### src/rtl/countdown_seg_scanner_if.sv
// Bus between the traffic controller and the seven-segment scanner:
// countdown load strobe and values, blanking level, and the display drive.
interface countdown_seg_scanner_if;
  logic       load;
  logic [4:0] count1;
  logic [4:0] count2;
  logic       blank;
  logic [6:0] seg;
  logic [3:0] an;
  logic       frame;

  modport master (
    output load, count1, count2, blank,
    input  seg, an, frame
  );

  modport slave (
    input  load, count1, count2, blank,
    output seg, an, frame
  );
endinterface

### src/rtl/countdown_seg_scanner.sv
// Scans two 0..31 countdowns onto a 4-digit seven-segment display with a
// dark cycle at every slot start. Define LZ_BLANK_EN to suppress leading-zero tens digits.
module countdown_seg_scanner #(
  parameter int unsigned SCAN_DIV = 1000
) (
  input  logic                    clk,
  input  logic                    reset,
  countdown_seg_scanner_if.slave  bus
);

  localparam logic [15:0] SLOT_LAST = 16'(SCAN_DIV - 1);

  logic [4:0]  pend1, pend2;
  logic [4:0]  shd1, shd2;
  logic [15:0] slot_cnt;
  logic [1:0]  idx;
  logic [6:0]  seg_q;
  logic [3:0]  an_q;
  logic        frame_q;

  logic        slot_wrap;
  logic        boundary;
  logic [15:0] nxt_slot;
  logic [1:0]  nxt_idx;
  logic [4:0]  nxt_shd1, nxt_shd2;
  logic [4:0]  cur_val;
  logic        is_tens;
  logic [1:0]  tens_v;
  logic [3:0]  ones_v;
  logic [3:0]  digit;
  logic        lz_dark;
  logic        lit;
  logic [6:0]  seg_d;
  logic [3:0]  an_d;

  function automatic logic [1:0] tens_of(input logic [4:0] v);
    if (v >= 5'd30)      return 2'd3;
    else if (v >= 5'd20) return 2'd2;
    else if (v >= 5'd10) return 2'd1;
    else                 return 2'd0;
  endfunction

  // Compare-and-subtract keeps the ones digit free of a divider.
  function automatic logic [3:0] ones_of(input logic [4:0] v);
    logic [4:0] r;
    r = v;
    if (r >= 5'd30)      r = r - 5'd30;
    else if (r >= 5'd20) r = r - 5'd20;
    else if (r >= 5'd10) r = r - 5'd10;
    return 4'(r);
  endfunction

  function automatic logic [6:0] seg_pat(input logic [3:0] d);
    case (d)
      4'd0:    return 7'h3F;
      4'd1:    return 7'h06;
      4'd2:    return 7'h5B;
      4'd3:    return 7'h4F;
      4'd4:    return 7'h66;
      4'd5:    return 7'h6D;
      4'd6:    return 7'h7D;
      4'd7:    return 7'h07;
      4'd8:    return 7'h7F;
      4'd9:    return 7'h6F;
      default: return 7'h00;
    endcase
  endfunction

  assign slot_wrap = (slot_cnt == SLOT_LAST);
  assign boundary  = slot_wrap && (idx == 2'd3);
  assign nxt_slot  = slot_wrap ? 16'd0 : slot_cnt + 16'd1;
  assign nxt_idx   = slot_wrap ? idx + 2'd1 : idx;

  // A load landing on the boundary edge bypasses the pending buffer.
  assign nxt_shd1 = boundary ? (bus.load ? bus.count1 : pend1) : shd1;
  assign nxt_shd2 = boundary ? (bus.load ? bus.count2 : pend2) : shd2;

  // Outputs are decoded from next-state so they align with the counters.
  assign cur_val = nxt_idx[1] ? nxt_shd2 : nxt_shd1;
  assign is_tens = nxt_idx[0];
  assign tens_v  = tens_of(cur_val);
  assign ones_v  = ones_of(cur_val);
  assign digit   = is_tens ? {2'b00, tens_v} : ones_v;

`ifdef LZ_BLANK_EN
  assign lz_dark = is_tens && (tens_v == 2'd0);
`else
  assign lz_dark = 1'b0;
`endif

  assign lit   = (nxt_slot != 16'd0) && !bus.blank && !lz_dark;
  assign seg_d = lit ? seg_pat(digit) : 7'h00;
  assign an_d  = lit ? (4'b0001 << nxt_idx) : 4'b0000;

  always_ff @(posedge clk or posedge reset) begin
    if (reset) begin
      pend1    <= 5'd0;
      pend2    <= 5'd0;
      shd1     <= 5'd0;
      shd2     <= 5'd0;
      slot_cnt <= 16'd0;
      idx      <= 2'd0;
      seg_q    <= 7'h00;
      an_q     <= 4'h0;
      frame_q  <= 1'b0;
    end else begin
      if (bus.load) begin
        pend1 <= bus.count1;
        pend2 <= bus.count2;
      end
      shd1     <= nxt_shd1;
      shd2     <= nxt_shd2;
      slot_cnt <= nxt_slot;
      idx      <= nxt_idx;
      seg_q    <= seg_d;
      an_q     <= an_d;
      frame_q  <= boundary;
    end
  end

  assign bus.seg   = seg_q;
  assign bus.an    = an_q;
  assign bus.frame = frame_q;

endmodule

### src/flat_wrapper.sv
// flat-port wrapper written by rule: the top's interface ports become plain ports
module countdown_seg_scanner_flat 
#(
  parameter int unsigned SCAN_DIV = 1000
)
  (clk, reset, bus_load, bus_count1, bus_count2, bus_blank, bus_seg, bus_an, bus_frame);
  countdown_seg_scanner_if bus_i ();
  input  logic clk;
  input  logic reset;
  input wire logic [$bits(bus_i.load)-1:0] bus_load;
  input wire logic [$bits(bus_i.count1)-1:0] bus_count1;
  input wire logic [$bits(bus_i.count2)-1:0] bus_count2;
  input wire logic [$bits(bus_i.blank)-1:0] bus_blank;
  output wire logic [$bits(bus_i.seg)-1:0] bus_seg;
  output wire logic [$bits(bus_i.an)-1:0] bus_an;
  output wire logic [$bits(bus_i.frame)-1:0] bus_frame;
  assign bus_i.load = bus_load;
  assign bus_i.count1 = bus_count1;
  assign bus_i.count2 = bus_count2;
  assign bus_i.blank = bus_blank;
  assign bus_seg = bus_i.seg;
  assign bus_an = bus_i.an;
  assign bus_frame = bus_i.frame;
  countdown_seg_scanner #(.SCAN_DIV(SCAN_DIV)) u_core (.clk(clk), .reset(reset), .bus(bus_i));
endmodule
### config.mk
export PLATFORM = sky130hd
export DESIGN_NAME = countdown_seg_scanner_flat
export DESIGN_NICKNAME = d
export VERILOG_FILES = /design/src/rtl/countdown_seg_scanner_if.sv /design/src/rtl/countdown_seg_scanner.sv /design/src/flat_wrapper.sv
export SDC_FILE = /design/constraint.sdc
export NUM_CORES = 1
export LEC_CHECK = 0
export CAP_MARGIN = 0
export CORE_ASPECT_RATIO = 0.7
export CORE_UTILIZATION = 52
export DETAILED_ROUTE_END_ITERATION = 8
export PLACE_DENSITY = 0.76
export SKIP_LAST_GASP = 1
export SYNTH_ARGS = -nofsm -noshare
export SYNTH_HDL_FRONTEND = slang
export SYNTH_SLANG_ARGS = --single-unit
### constraint.sdc
create_clock -name clk -period 3.7 [get_ports clk]
set_input_delay 0.555 -clock clk [delete_from_list [all_inputs] [get_ports clk]]
set_output_delay 0.555 -clock clk [all_outputs]
set_load 0.01 [all_outputs]
==> flow_summary.json <==
{
  "status": "completed",
  "antenna_found_initial": 0,
  "min_period_ns": 3.61,
  "clkPwrFrac": 0.318,
  "finalMaxSlewViolations": 0,
  "post-route-period-util": 0.974,
  "crit_chain": "or4_4, nor4_4, buf_4, mux2i_2, ha_2, inv_1, o311ai_4, a22oi_2, buf_4, a32o_2, o31ai_4, o311ai_2, a21boi_2, a21boi_2",
  "peakVddDrop_mv": 0.183,
  "drc": 0,
  "grt_usage": 0.232,
  "cp-end-kind": "flip-flop",
  "cts.sink_count": 50,
  "num_rows": 22,
  "cp.depth": 14,
  "synth_top_area_share": 0.423,
  "wl_per_cell_um": 15.6,
  "ys_top_cells_by_area": "dfrtp_1 42%, mux2_2 11%, ha_1 4.7%",
  "rrSetupSlack_ns": 0.09,
  "cts-buffers-inserted": 5,
  "placed_cells": 400,
  "synth_edf_count": 0,
  "maxCapViolCount": 0,
  "drtAntennaViolNets": 0,
  "routed_wl_mm": 6.40,
  "path_buf_inv": 3,
  "gp_congestion": 0.895,
  "avgSynthCellArea_sq_um": 11.2,
  "critPathTopFamily": "compound AO/OA/AOI/OAI gates",
  "initial_core_util": 0.551,
  "die_h_um": 65.1,
  "timing.fmax_mhz": 277,
  "cts_tree": "built",
  "grt_pass1_wl_mm": 10.9,
  "clk_path_buf_depth": 2,
  "netlist-cell-type-count": 48,
  "htree_num_levels": 2,
  "clk_pin_slew_ns": 0.09,
  "syn_inst": 265,
  "cp_max_fo": 5,
  "area_delta_synth_final_pct": 29.4,
  "root_buffer": "clkbuf_8",
  "fin_nets": 363,
  "via_count": 2302,
  "synth_flop_cell": "dfrtp_1",
  "r2r-start": "u_core.slot_cnt[15]",
  "crit_type": "reg -> reg",
  "cp_data_arrival_time_ns": 3.84,
  "synth_fp_nets": 290,
  "stdcell_count": 410,
  "grt_max_degree": 51,
  "die_w_um": 92.1,
  "yosysWarnings": 0,
  "grt_overflow": 0,
  "clock_latency_ns": 0.30,
  "drt_pre_antenna_iters": 4,
  "power.total_mw": 0.941,
  "critPathSlowestCell": "or4_4",
  "synth-seq-cells": 50,
  "first_global_vias": 2320,
  "first_iter_violations": 102,
  "hpwl_mm": 4.78,
  "yosys.area.top_type": "dfrtp_1",
  "p_leak_nw": 1.74,
  "worst_slew_pin_slew_ns": 1.02,
  "rsz0062_at_grt": "yes",
  "power_density_nw_per_um2": 246,
  "clock_skew_ns": 0.00350,
  "cp-endpoint": "u_core.bus.seg[2]",
  "netlist_area_sq_um": 2960,
  "worstReg2RegEnd": "u_core.bus.seg[2]",
  "async_flop_share": 1.00,
  "cp.required_ns": 3.93,
  "hold_path.class": "reg -> reg",
  "switching_power_mw": 0.209,
  "n_antenna_cell": 0,
  "io_pins": 26,
  "vias_per_cell": 5.61,
  "cp-start-kind": "flip-flop",
  "setup_violations": 0,
  "seq_area_frac_synth": 0.423,
  "layout-drive-gt1-share": 0.370,
  "r2r_cells": 14,
  "worstSetupStartpoint": "u_core.slot_cnt[15]",
  "comb_power_share": 0.079,
  "hold_viol": 0,
  "portBuffers": 25,
  "slowest_delay_ns": 0.58,
  "intPower_mw": 0.731,
  "die_area_sq_um": 6000,
  "seqPwrFrac": 0.602,
  "max_slew_margin": 0.322,
  "core-area_sq_um": 5370,
  "postCtsHoldBufs": 0,
  "p_sw_frac": 0.223
}
[registers in the layout, indices dropped and copies added, names as in the netlist]
name,count
u_core.shd1,5
u_core.bus.frame,1
u_core.shd2,5
u_core.slot_cnt,16
u_core.bus.an,4
u_core.idx,2
u_core.pend2,5
u_core.pend1,5
u_core.bus.seg,7
[metal layers]
layer | global-route usage | vias to the layer above | part of all wire
met5 | 0 | - | 0
met4 | 0.0566 | 0 | 0.0087
met3 | 0.0417 | 6 | 0.050
met2 | 0.381 | 56 | 0.46
met1 | 0.323 | 1122 | 0.48
li1 | - | 1118 | -
[placed cells by master (no fill, tap or decap), types with 9 or more instances in the layout]
cell type,instances
nand2_1,13
xor2_1,9
mux2i_1,10
dfrtp_1,49
mux2_2,29
clkdlybuf4s50_1,24
nor2_1,21
xnor2_1,9
buf_4,51
[stage by stage]
step	utilization	hold slack, ns	cell area (sq um)	worst slack, ns	TNS [ns]
floorplan	-	0.478	3000	-0.0396	-0.102
global placement	0.680	0.498	3650	-0.396	-2.32
finish	0.713	0.521	3830	0.0948	0
CTS	0.696	0.526	3740	-0.00835	-0.00835
detailed placement	0.680	0.505	3650	-0.526	-3.20
global route	0.713	0.545	3830	-0.0458	-0.0861
[synth_stat cells (5+ instances only)]
cell,number
and3_1,6
inv_1,10
nor2_1,23
xor2_1,9
mux4_2,5
mux2i_1,12
a211oi_1,5
nor2b_1,5
nand4_1,7
nor3_1,5
xnor2_1,9
clkbuf_1,10
ha_1,11
mux2_2,29
nand3_1,6
nand2_1,13
dfrtp_1,50
[worst min path at each step]
stage,startpoint,endpoint,slack (ns),cells past startpoint
detailed placement,u_core.pend2[0],u_core.pend2[0],0.51,1
CTS,u_core.pend2[0],u_core.pend2[0],0.53,1
finish,u_core.pend2[0],u_core.pend2[0],0.52,1
floorplan,u_core.pend1[0],u_core.pend1[0],0.48,1
global route,u_core.pend2[3],u_core.pend2[3],0.54,1
global placement,u_core.pend2[0],u_core.pend2[0],0.50,1
[timing repair]
action | in CTS | in global routing
endpoints found under the setup margin | 7 | 7
pin swaps | 0 | 11
setup buffers | 0 | 3
gates resized for setup | 4 | 17
[power groups by stage]
stage | logic (mW) | registers (mW) | clock network [mW]
after floorplan | 0.0391 | 0.578 | 0
after global placement | 0.0740 | 0.576 | 0
after detailed placement | 0.0753 | 0.577 | 0
after CTS | 0.0756 | 0.566 | 0.311
after global routing | 0.0825 | 0.569 | 0.334
final | 0.0748 | 0.566 | 0.300
[cells by family after synthesis]
group / Yosys count / synth area share
AOI/OAI and AO/OA: 37 / 0.106
xor gates and xnor gates: 18 / 0.0533
adders and majority gates: 11 / 0.0465
buffers and inverters: 21 / 0.0271
DFF: 50 / 0.423
muxes: 46 / 0.189
and+or+nand+nor: 82 / 0.155
[worst register-to-register path: stages, from the launching register on]
cell and delay, ns:
dfrtp_1 0.39, or4_4 0.58, nor4_4 0.19, buf_4 0.20, mux2i_2 0.25, ha_2 0.21
inv_1 0.06, o311ai_4 0.28, a22oi_2 0.11, buf_4 0.16, a32o_2 0.23, o31ai_4 0.28
o311ai_2 0.15, a21boi_2 0.26, a21boi_2 0.19
[area by class of cell]
cell class | instances | area, sq um
Clock inverter | 2 | 10.0
Clock buffer | 5 | 68.8
Multi-Input combinational cell | 194 | 1730
Timing Repair Buffer | 77 | 639
Tap cell | 72 | 90.1
Sequential cell | 50 | 1250
Fill cell | 422 | 1540
Inverter | 10 | 37.5
Note: power is estimated with default switching activity, not from simulation.
==> variant 1, RTL diff (same flow settings) <==
`an_q` no longer has a reset.
--- a/src/rtl/countdown_seg_scanner.sv
+++ b/src/rtl/countdown_seg_scanner.sv
@@ -103,3 +103,2 @@
       seg_q    <= 7'h00;
-      an_q     <= 4'h0;
       frame_q  <= 1'b0;
@@ -115,5 +114,8 @@
       seg_q    <= seg_d;
-      an_q     <= an_d;
       frame_q  <= boundary;
     end
+  end
+
+  always_ff @(posedge clk) begin
+    an_q <= an_d;
   end
Check against the original RTL: not equivalent (Yosys sat finds a counterexample within 4 cycles, from zero or initial values and one cycle with reset high).
==> variant 1 against the original RTL <==
- final area grew 2.0%
- synthesized area shrank 1.1%
- via count grew 3.7%
- critical path type unchanged
- highest routed layer unchanged
- sequential cell count is the same
- wire length grew 7.0%
- die area shrank 1.1%
- setup slack lost 0.024 ns
- first-iteration DRC count grew 56%
Power is not compared: it rests on default switching activity, and its combinational part moved more than twofold at a synthesized area within 25%.
==> variant 1: results (changes against the original RTL) <==
The area used by multi-input combinational logic came to 0.00173 mm^2 (-0.14%). The overall routed net length is 6850 um (+7.0%). The fraction of layout cells with a size suffix above 1 came out at 0.385 (+0.0152). The number of distinct library cells after synthesis is 64 (+33%). The via count of the first global-routing pass is 2344 (+1.0%). The final RePlAce weighted congestion came out at 0.846 (-5.4%). The proportion of synthesized flip-flops having asynchronous set or reset came out at 0.920 (-0.0800). The critical path's largest stage delay is 0.40 ns (-0.18 ns).

The per-cell routed wire length came out at 16.3 um (+4.5%). The number of vias per cell is 5.68 (+1.2%). The global-route wire length before repair came to 10800 um (-0.69%). Ranked by instance count, the synthesized netlist is headed by 46 x dfrtp_1, 23 x mux2_2, 22 x nor2_1. The run finished with clean final reports.

By area the synthesized netlist is led by dfrtp_1 39%, mux2_2 8.9%, ha_1 4.7%, mux4_2 3.8%, mux2i_1 3.8%. The total global routing track utilization came out at 0.233 (+0.000995). The number of filler instances in the final layout came out at 379 (-10%). The setup fix buffers added after clock tree synthesis is 8 (+8).

The highest fanout seen on the critical path is 6 (+1). The pin slew with the least headroom to its limit is 0.944 ns (-0.0715 ns). The number of violations reported at the end of detailed-routing iteration 0 came to 159 (+56%). The mean cell area of the mapped netlist was 11.0 um^2 (-1.5%).

The path with the worst hold slack has its endpoint at u_core.slot_cnt[0]. The number of placed cells counting well taps came to 387 (-3.3%). The worst hold path begins at u_core.slot_cnt[0]. The cell family contributing the most delay on the critical path is simple AND/OR/NAND/NOR gates. The portion of the clock cycle consumed by the worst path in the final layout came to 0.981 (+0.00662).

The pin count of the biggest net entering global routing is 47 (-7.8%). The endpoint arrival time on the critical path is 3.86 ns (+0.02 ns). The clock tree skew after final layout was 0.00430 ns (+0.000805 ns).
variant 1: cell type report:
class / instances / area share
Timing Repair Buffer: 85 / 0.180
Sequential cell: 50 / 0.316
Clock inverter: 1 / 0.00224
Tap cell: 72 / 0.0231
Multi-Input combinational cell: 193 / 0.443
Inverter: 12 / 0.0115
Clock buffer: 7 / 0.0247
variant 1: metal layers:
layer	global-route usage	share of wire
met5	0	0
met4	0.0655	0.0050
met3	0.0364	0.045
met2	0.396	0.50
met1	0.313	0.45
variant 1: logic make-up (layout without fill, tap and decap cells):
kind of cell | Yosys count | in the layout | share of synthesized area
AND/OR/NAND/NOR | 83 | 83 | 0.158
AO/OA/AOI/OAI | 40 | 40 | 0.107
multiplexers | 43 | 43 | 0.183
XOR/XNOR | 16 | 16 | 0.0479
adder cells (fa/ha/maj) | 11 | 11 | 0.0470
flip-flops | 50 | 50 | 0.421
buffers and inverters | 23 | 105 | 0.0368
==> variant 2, RTL diff (same settings) <==
Without the edit above. Add a define of `LZ_BLANK_EN`.
--- a/src/rtl/countdown_seg_scanner.sv
+++ b/src/rtl/countdown_seg_scanner.sv
@@ -2,2 +2,4 @@
 // dark cycle at every slot start. Define LZ_BLANK_EN to suppress leading-zero tens digits.
+`define LZ_BLANK_EN
+
 module countdown_seg_scanner #(
Check against the original RTL: same outputs for any inputs over 10 cycles, from zero or initial values and one cycle with reset high; that may be too few to reach the edited logic, so the function may still have changed.
==> variant 2 against the original RTL <==
- sequential share of layout area grew 1.3 points
- global-route usage grew 0.74 points
- final area shrank 4.0%
- wire length grew 3.9%
- clock skew grew 0.0086 ns
- sequential cell count is the same
- sequential power is essentially flat
- die area grew 0.69%
- setup slack gained 0.040 ns
- synthesized cell count grew 3.4%
- via count shrank 0.30%
- non-clock buffer count shrank 17
- synthesized area grew 0.72%
- total power grew 4.6%
- largest power group unchanged
- highest routed layer unchanged
==> variant 2: results (changes against the original RTL) <==
The multi-input combinational area share came out at 0.455 (+0.00258). The number of non-clock buffers is 60 (-22%). The number of clock buffer instances in the layout is 6 (+1). The switching share of power is 0.233 (+0.0102).

On the critical path, the stage with the largest delay is an instance of mux4_2. The count of nets after finishing came to 353 (-2.8%). The endpoint arrival time on the critical path came out at 3.78 ns (-0.06 ns).

The total power draw came to 0.000984 W (+4.6%). Counting instances in the post-synthesis netlist gives the leading cell types as 50 x dfrtp_1, 23 x mux2_2, 19 x nor2_1. The run finished with clean final reports. The via count of the first global-routing pass is 2194 (-5.4%). The overall routed net length came to 6650 um (+3.9%).

The sum of net half-perimeters after detailed placement came out at 4850 um (+1.4%). The register area share after synthesis is 0.420 (-0.00302). The leakage power summed over all cells is 1.61 nW (-7.8%). The critical path's largest stage delay was 0.49 ns (-0.09 ns). The normalized max-slew margin was 0.158 (-0.164). The number of vias per cell came out at 5.72 (+1.9%). The share of the final layout cell area in sequential cells came out at 0.340 (+0.0134).

The clock buffer and inverter area fraction after layout came out at 0.0272 (+0.00665). The worst setup slack before clock tree synthesis is -0.403 ns (+0.123 ns). The part of the power in combinational logic was 0.073 (-0.006).

The number of distinct library cells after synthesis came to 54 (+13%). The clock tree skew after final layout is 0.0121 ns (+0.00864 ns). The total global routing track utilization came out at 0.240 (+0.00740). The number of violations reported at the end of detailed-routing iteration 0 came to 93 (-8.8%). The global-route wire length before repair came out at 11100 um (+1.9%). The layout buffering overhead excluding clock cells was 0.138 (-0.0288).

The fraction of layout cells with a size suffix above 1 came to 0.313 (-0.0568). The net count of the mapped netlist came out at 299 (+3.1%). The number of filler instances in the final layout came out at 421 (-0.24%).
==> variant 2: through the flow <==
| step | instance area, um^2 | cells | hold WS, ns | utilization |
|---|---|---|---|---|
| 4_1_cts | 3600 | 399 | 0.493 | 0.671 |
| 3_3_place_gp | 3500 | 391 | 0.474 | 0.653 |
| 6_report | 3670 | 401 | 0.514 | 0.685 |
| 2_1_floorplan | 2980 | 274 | 0.448 | - |
| 5_1_grt | 3670 | 401 | 0.540 | 0.685 |
| 3_5_place_dp | 3500 | 391 | 0.479 | 0.653 |
==> variant 2: layer usage <==
layer | routed length (um) | track usage | vias up
met5 | 0 | 0 | -
met4 | 73 | 0.0645 | 0
met3 | 297 | 0.0486 | 9
met2 | 2810 | 0.332 | 50
met1 | 3480 | 0.374 | 1140
li1 | - | - | 1096
==> variant 2: timing repair <==
item | 4_1_cts | 5_1_grt
hold buffers | 0 | 0
setup buffers | 0 | 2
endpoints found under the setup margin | 7 | 7
pin swaps | 1 | 5
resized for setup | 1 | 19
hold endpoints to repair | 0 | 0
==> variant 2: path summary, 6_finish.rpt <==
kind,from,endpoint,slack [ns],cells after the start
worst max-delay path,bus_count2[1],u_core.bus.seg[3],0.13,15
worst min-delay path,u_core.pend2[1],u_core.pend2[1],0.51,1
worst max register to register,u_core.idx[1],u_core.bus.seg[3],0.16,14
worst min register to register,u_core.pend2[1],u_core.pend2[1],0.51,1
max in group asynchronous,reset,u_core.slot_cnt[12],2.22,2
min in group asynchronous,reset,u_core.shd1[2],0.82,2
==> variant 2: cells by family after synthesis <==
family / count (synthesis) / synth area share
simple gates: 80 / 0.142
compound gates: 50 / 0.123
flops: 50 / 0.420
mux: 40 / 0.176
buf+inv: 27 / 0.0424
xor+xnor: 16 / 0.0496
fa+ha+maj: 11 / 0.0462
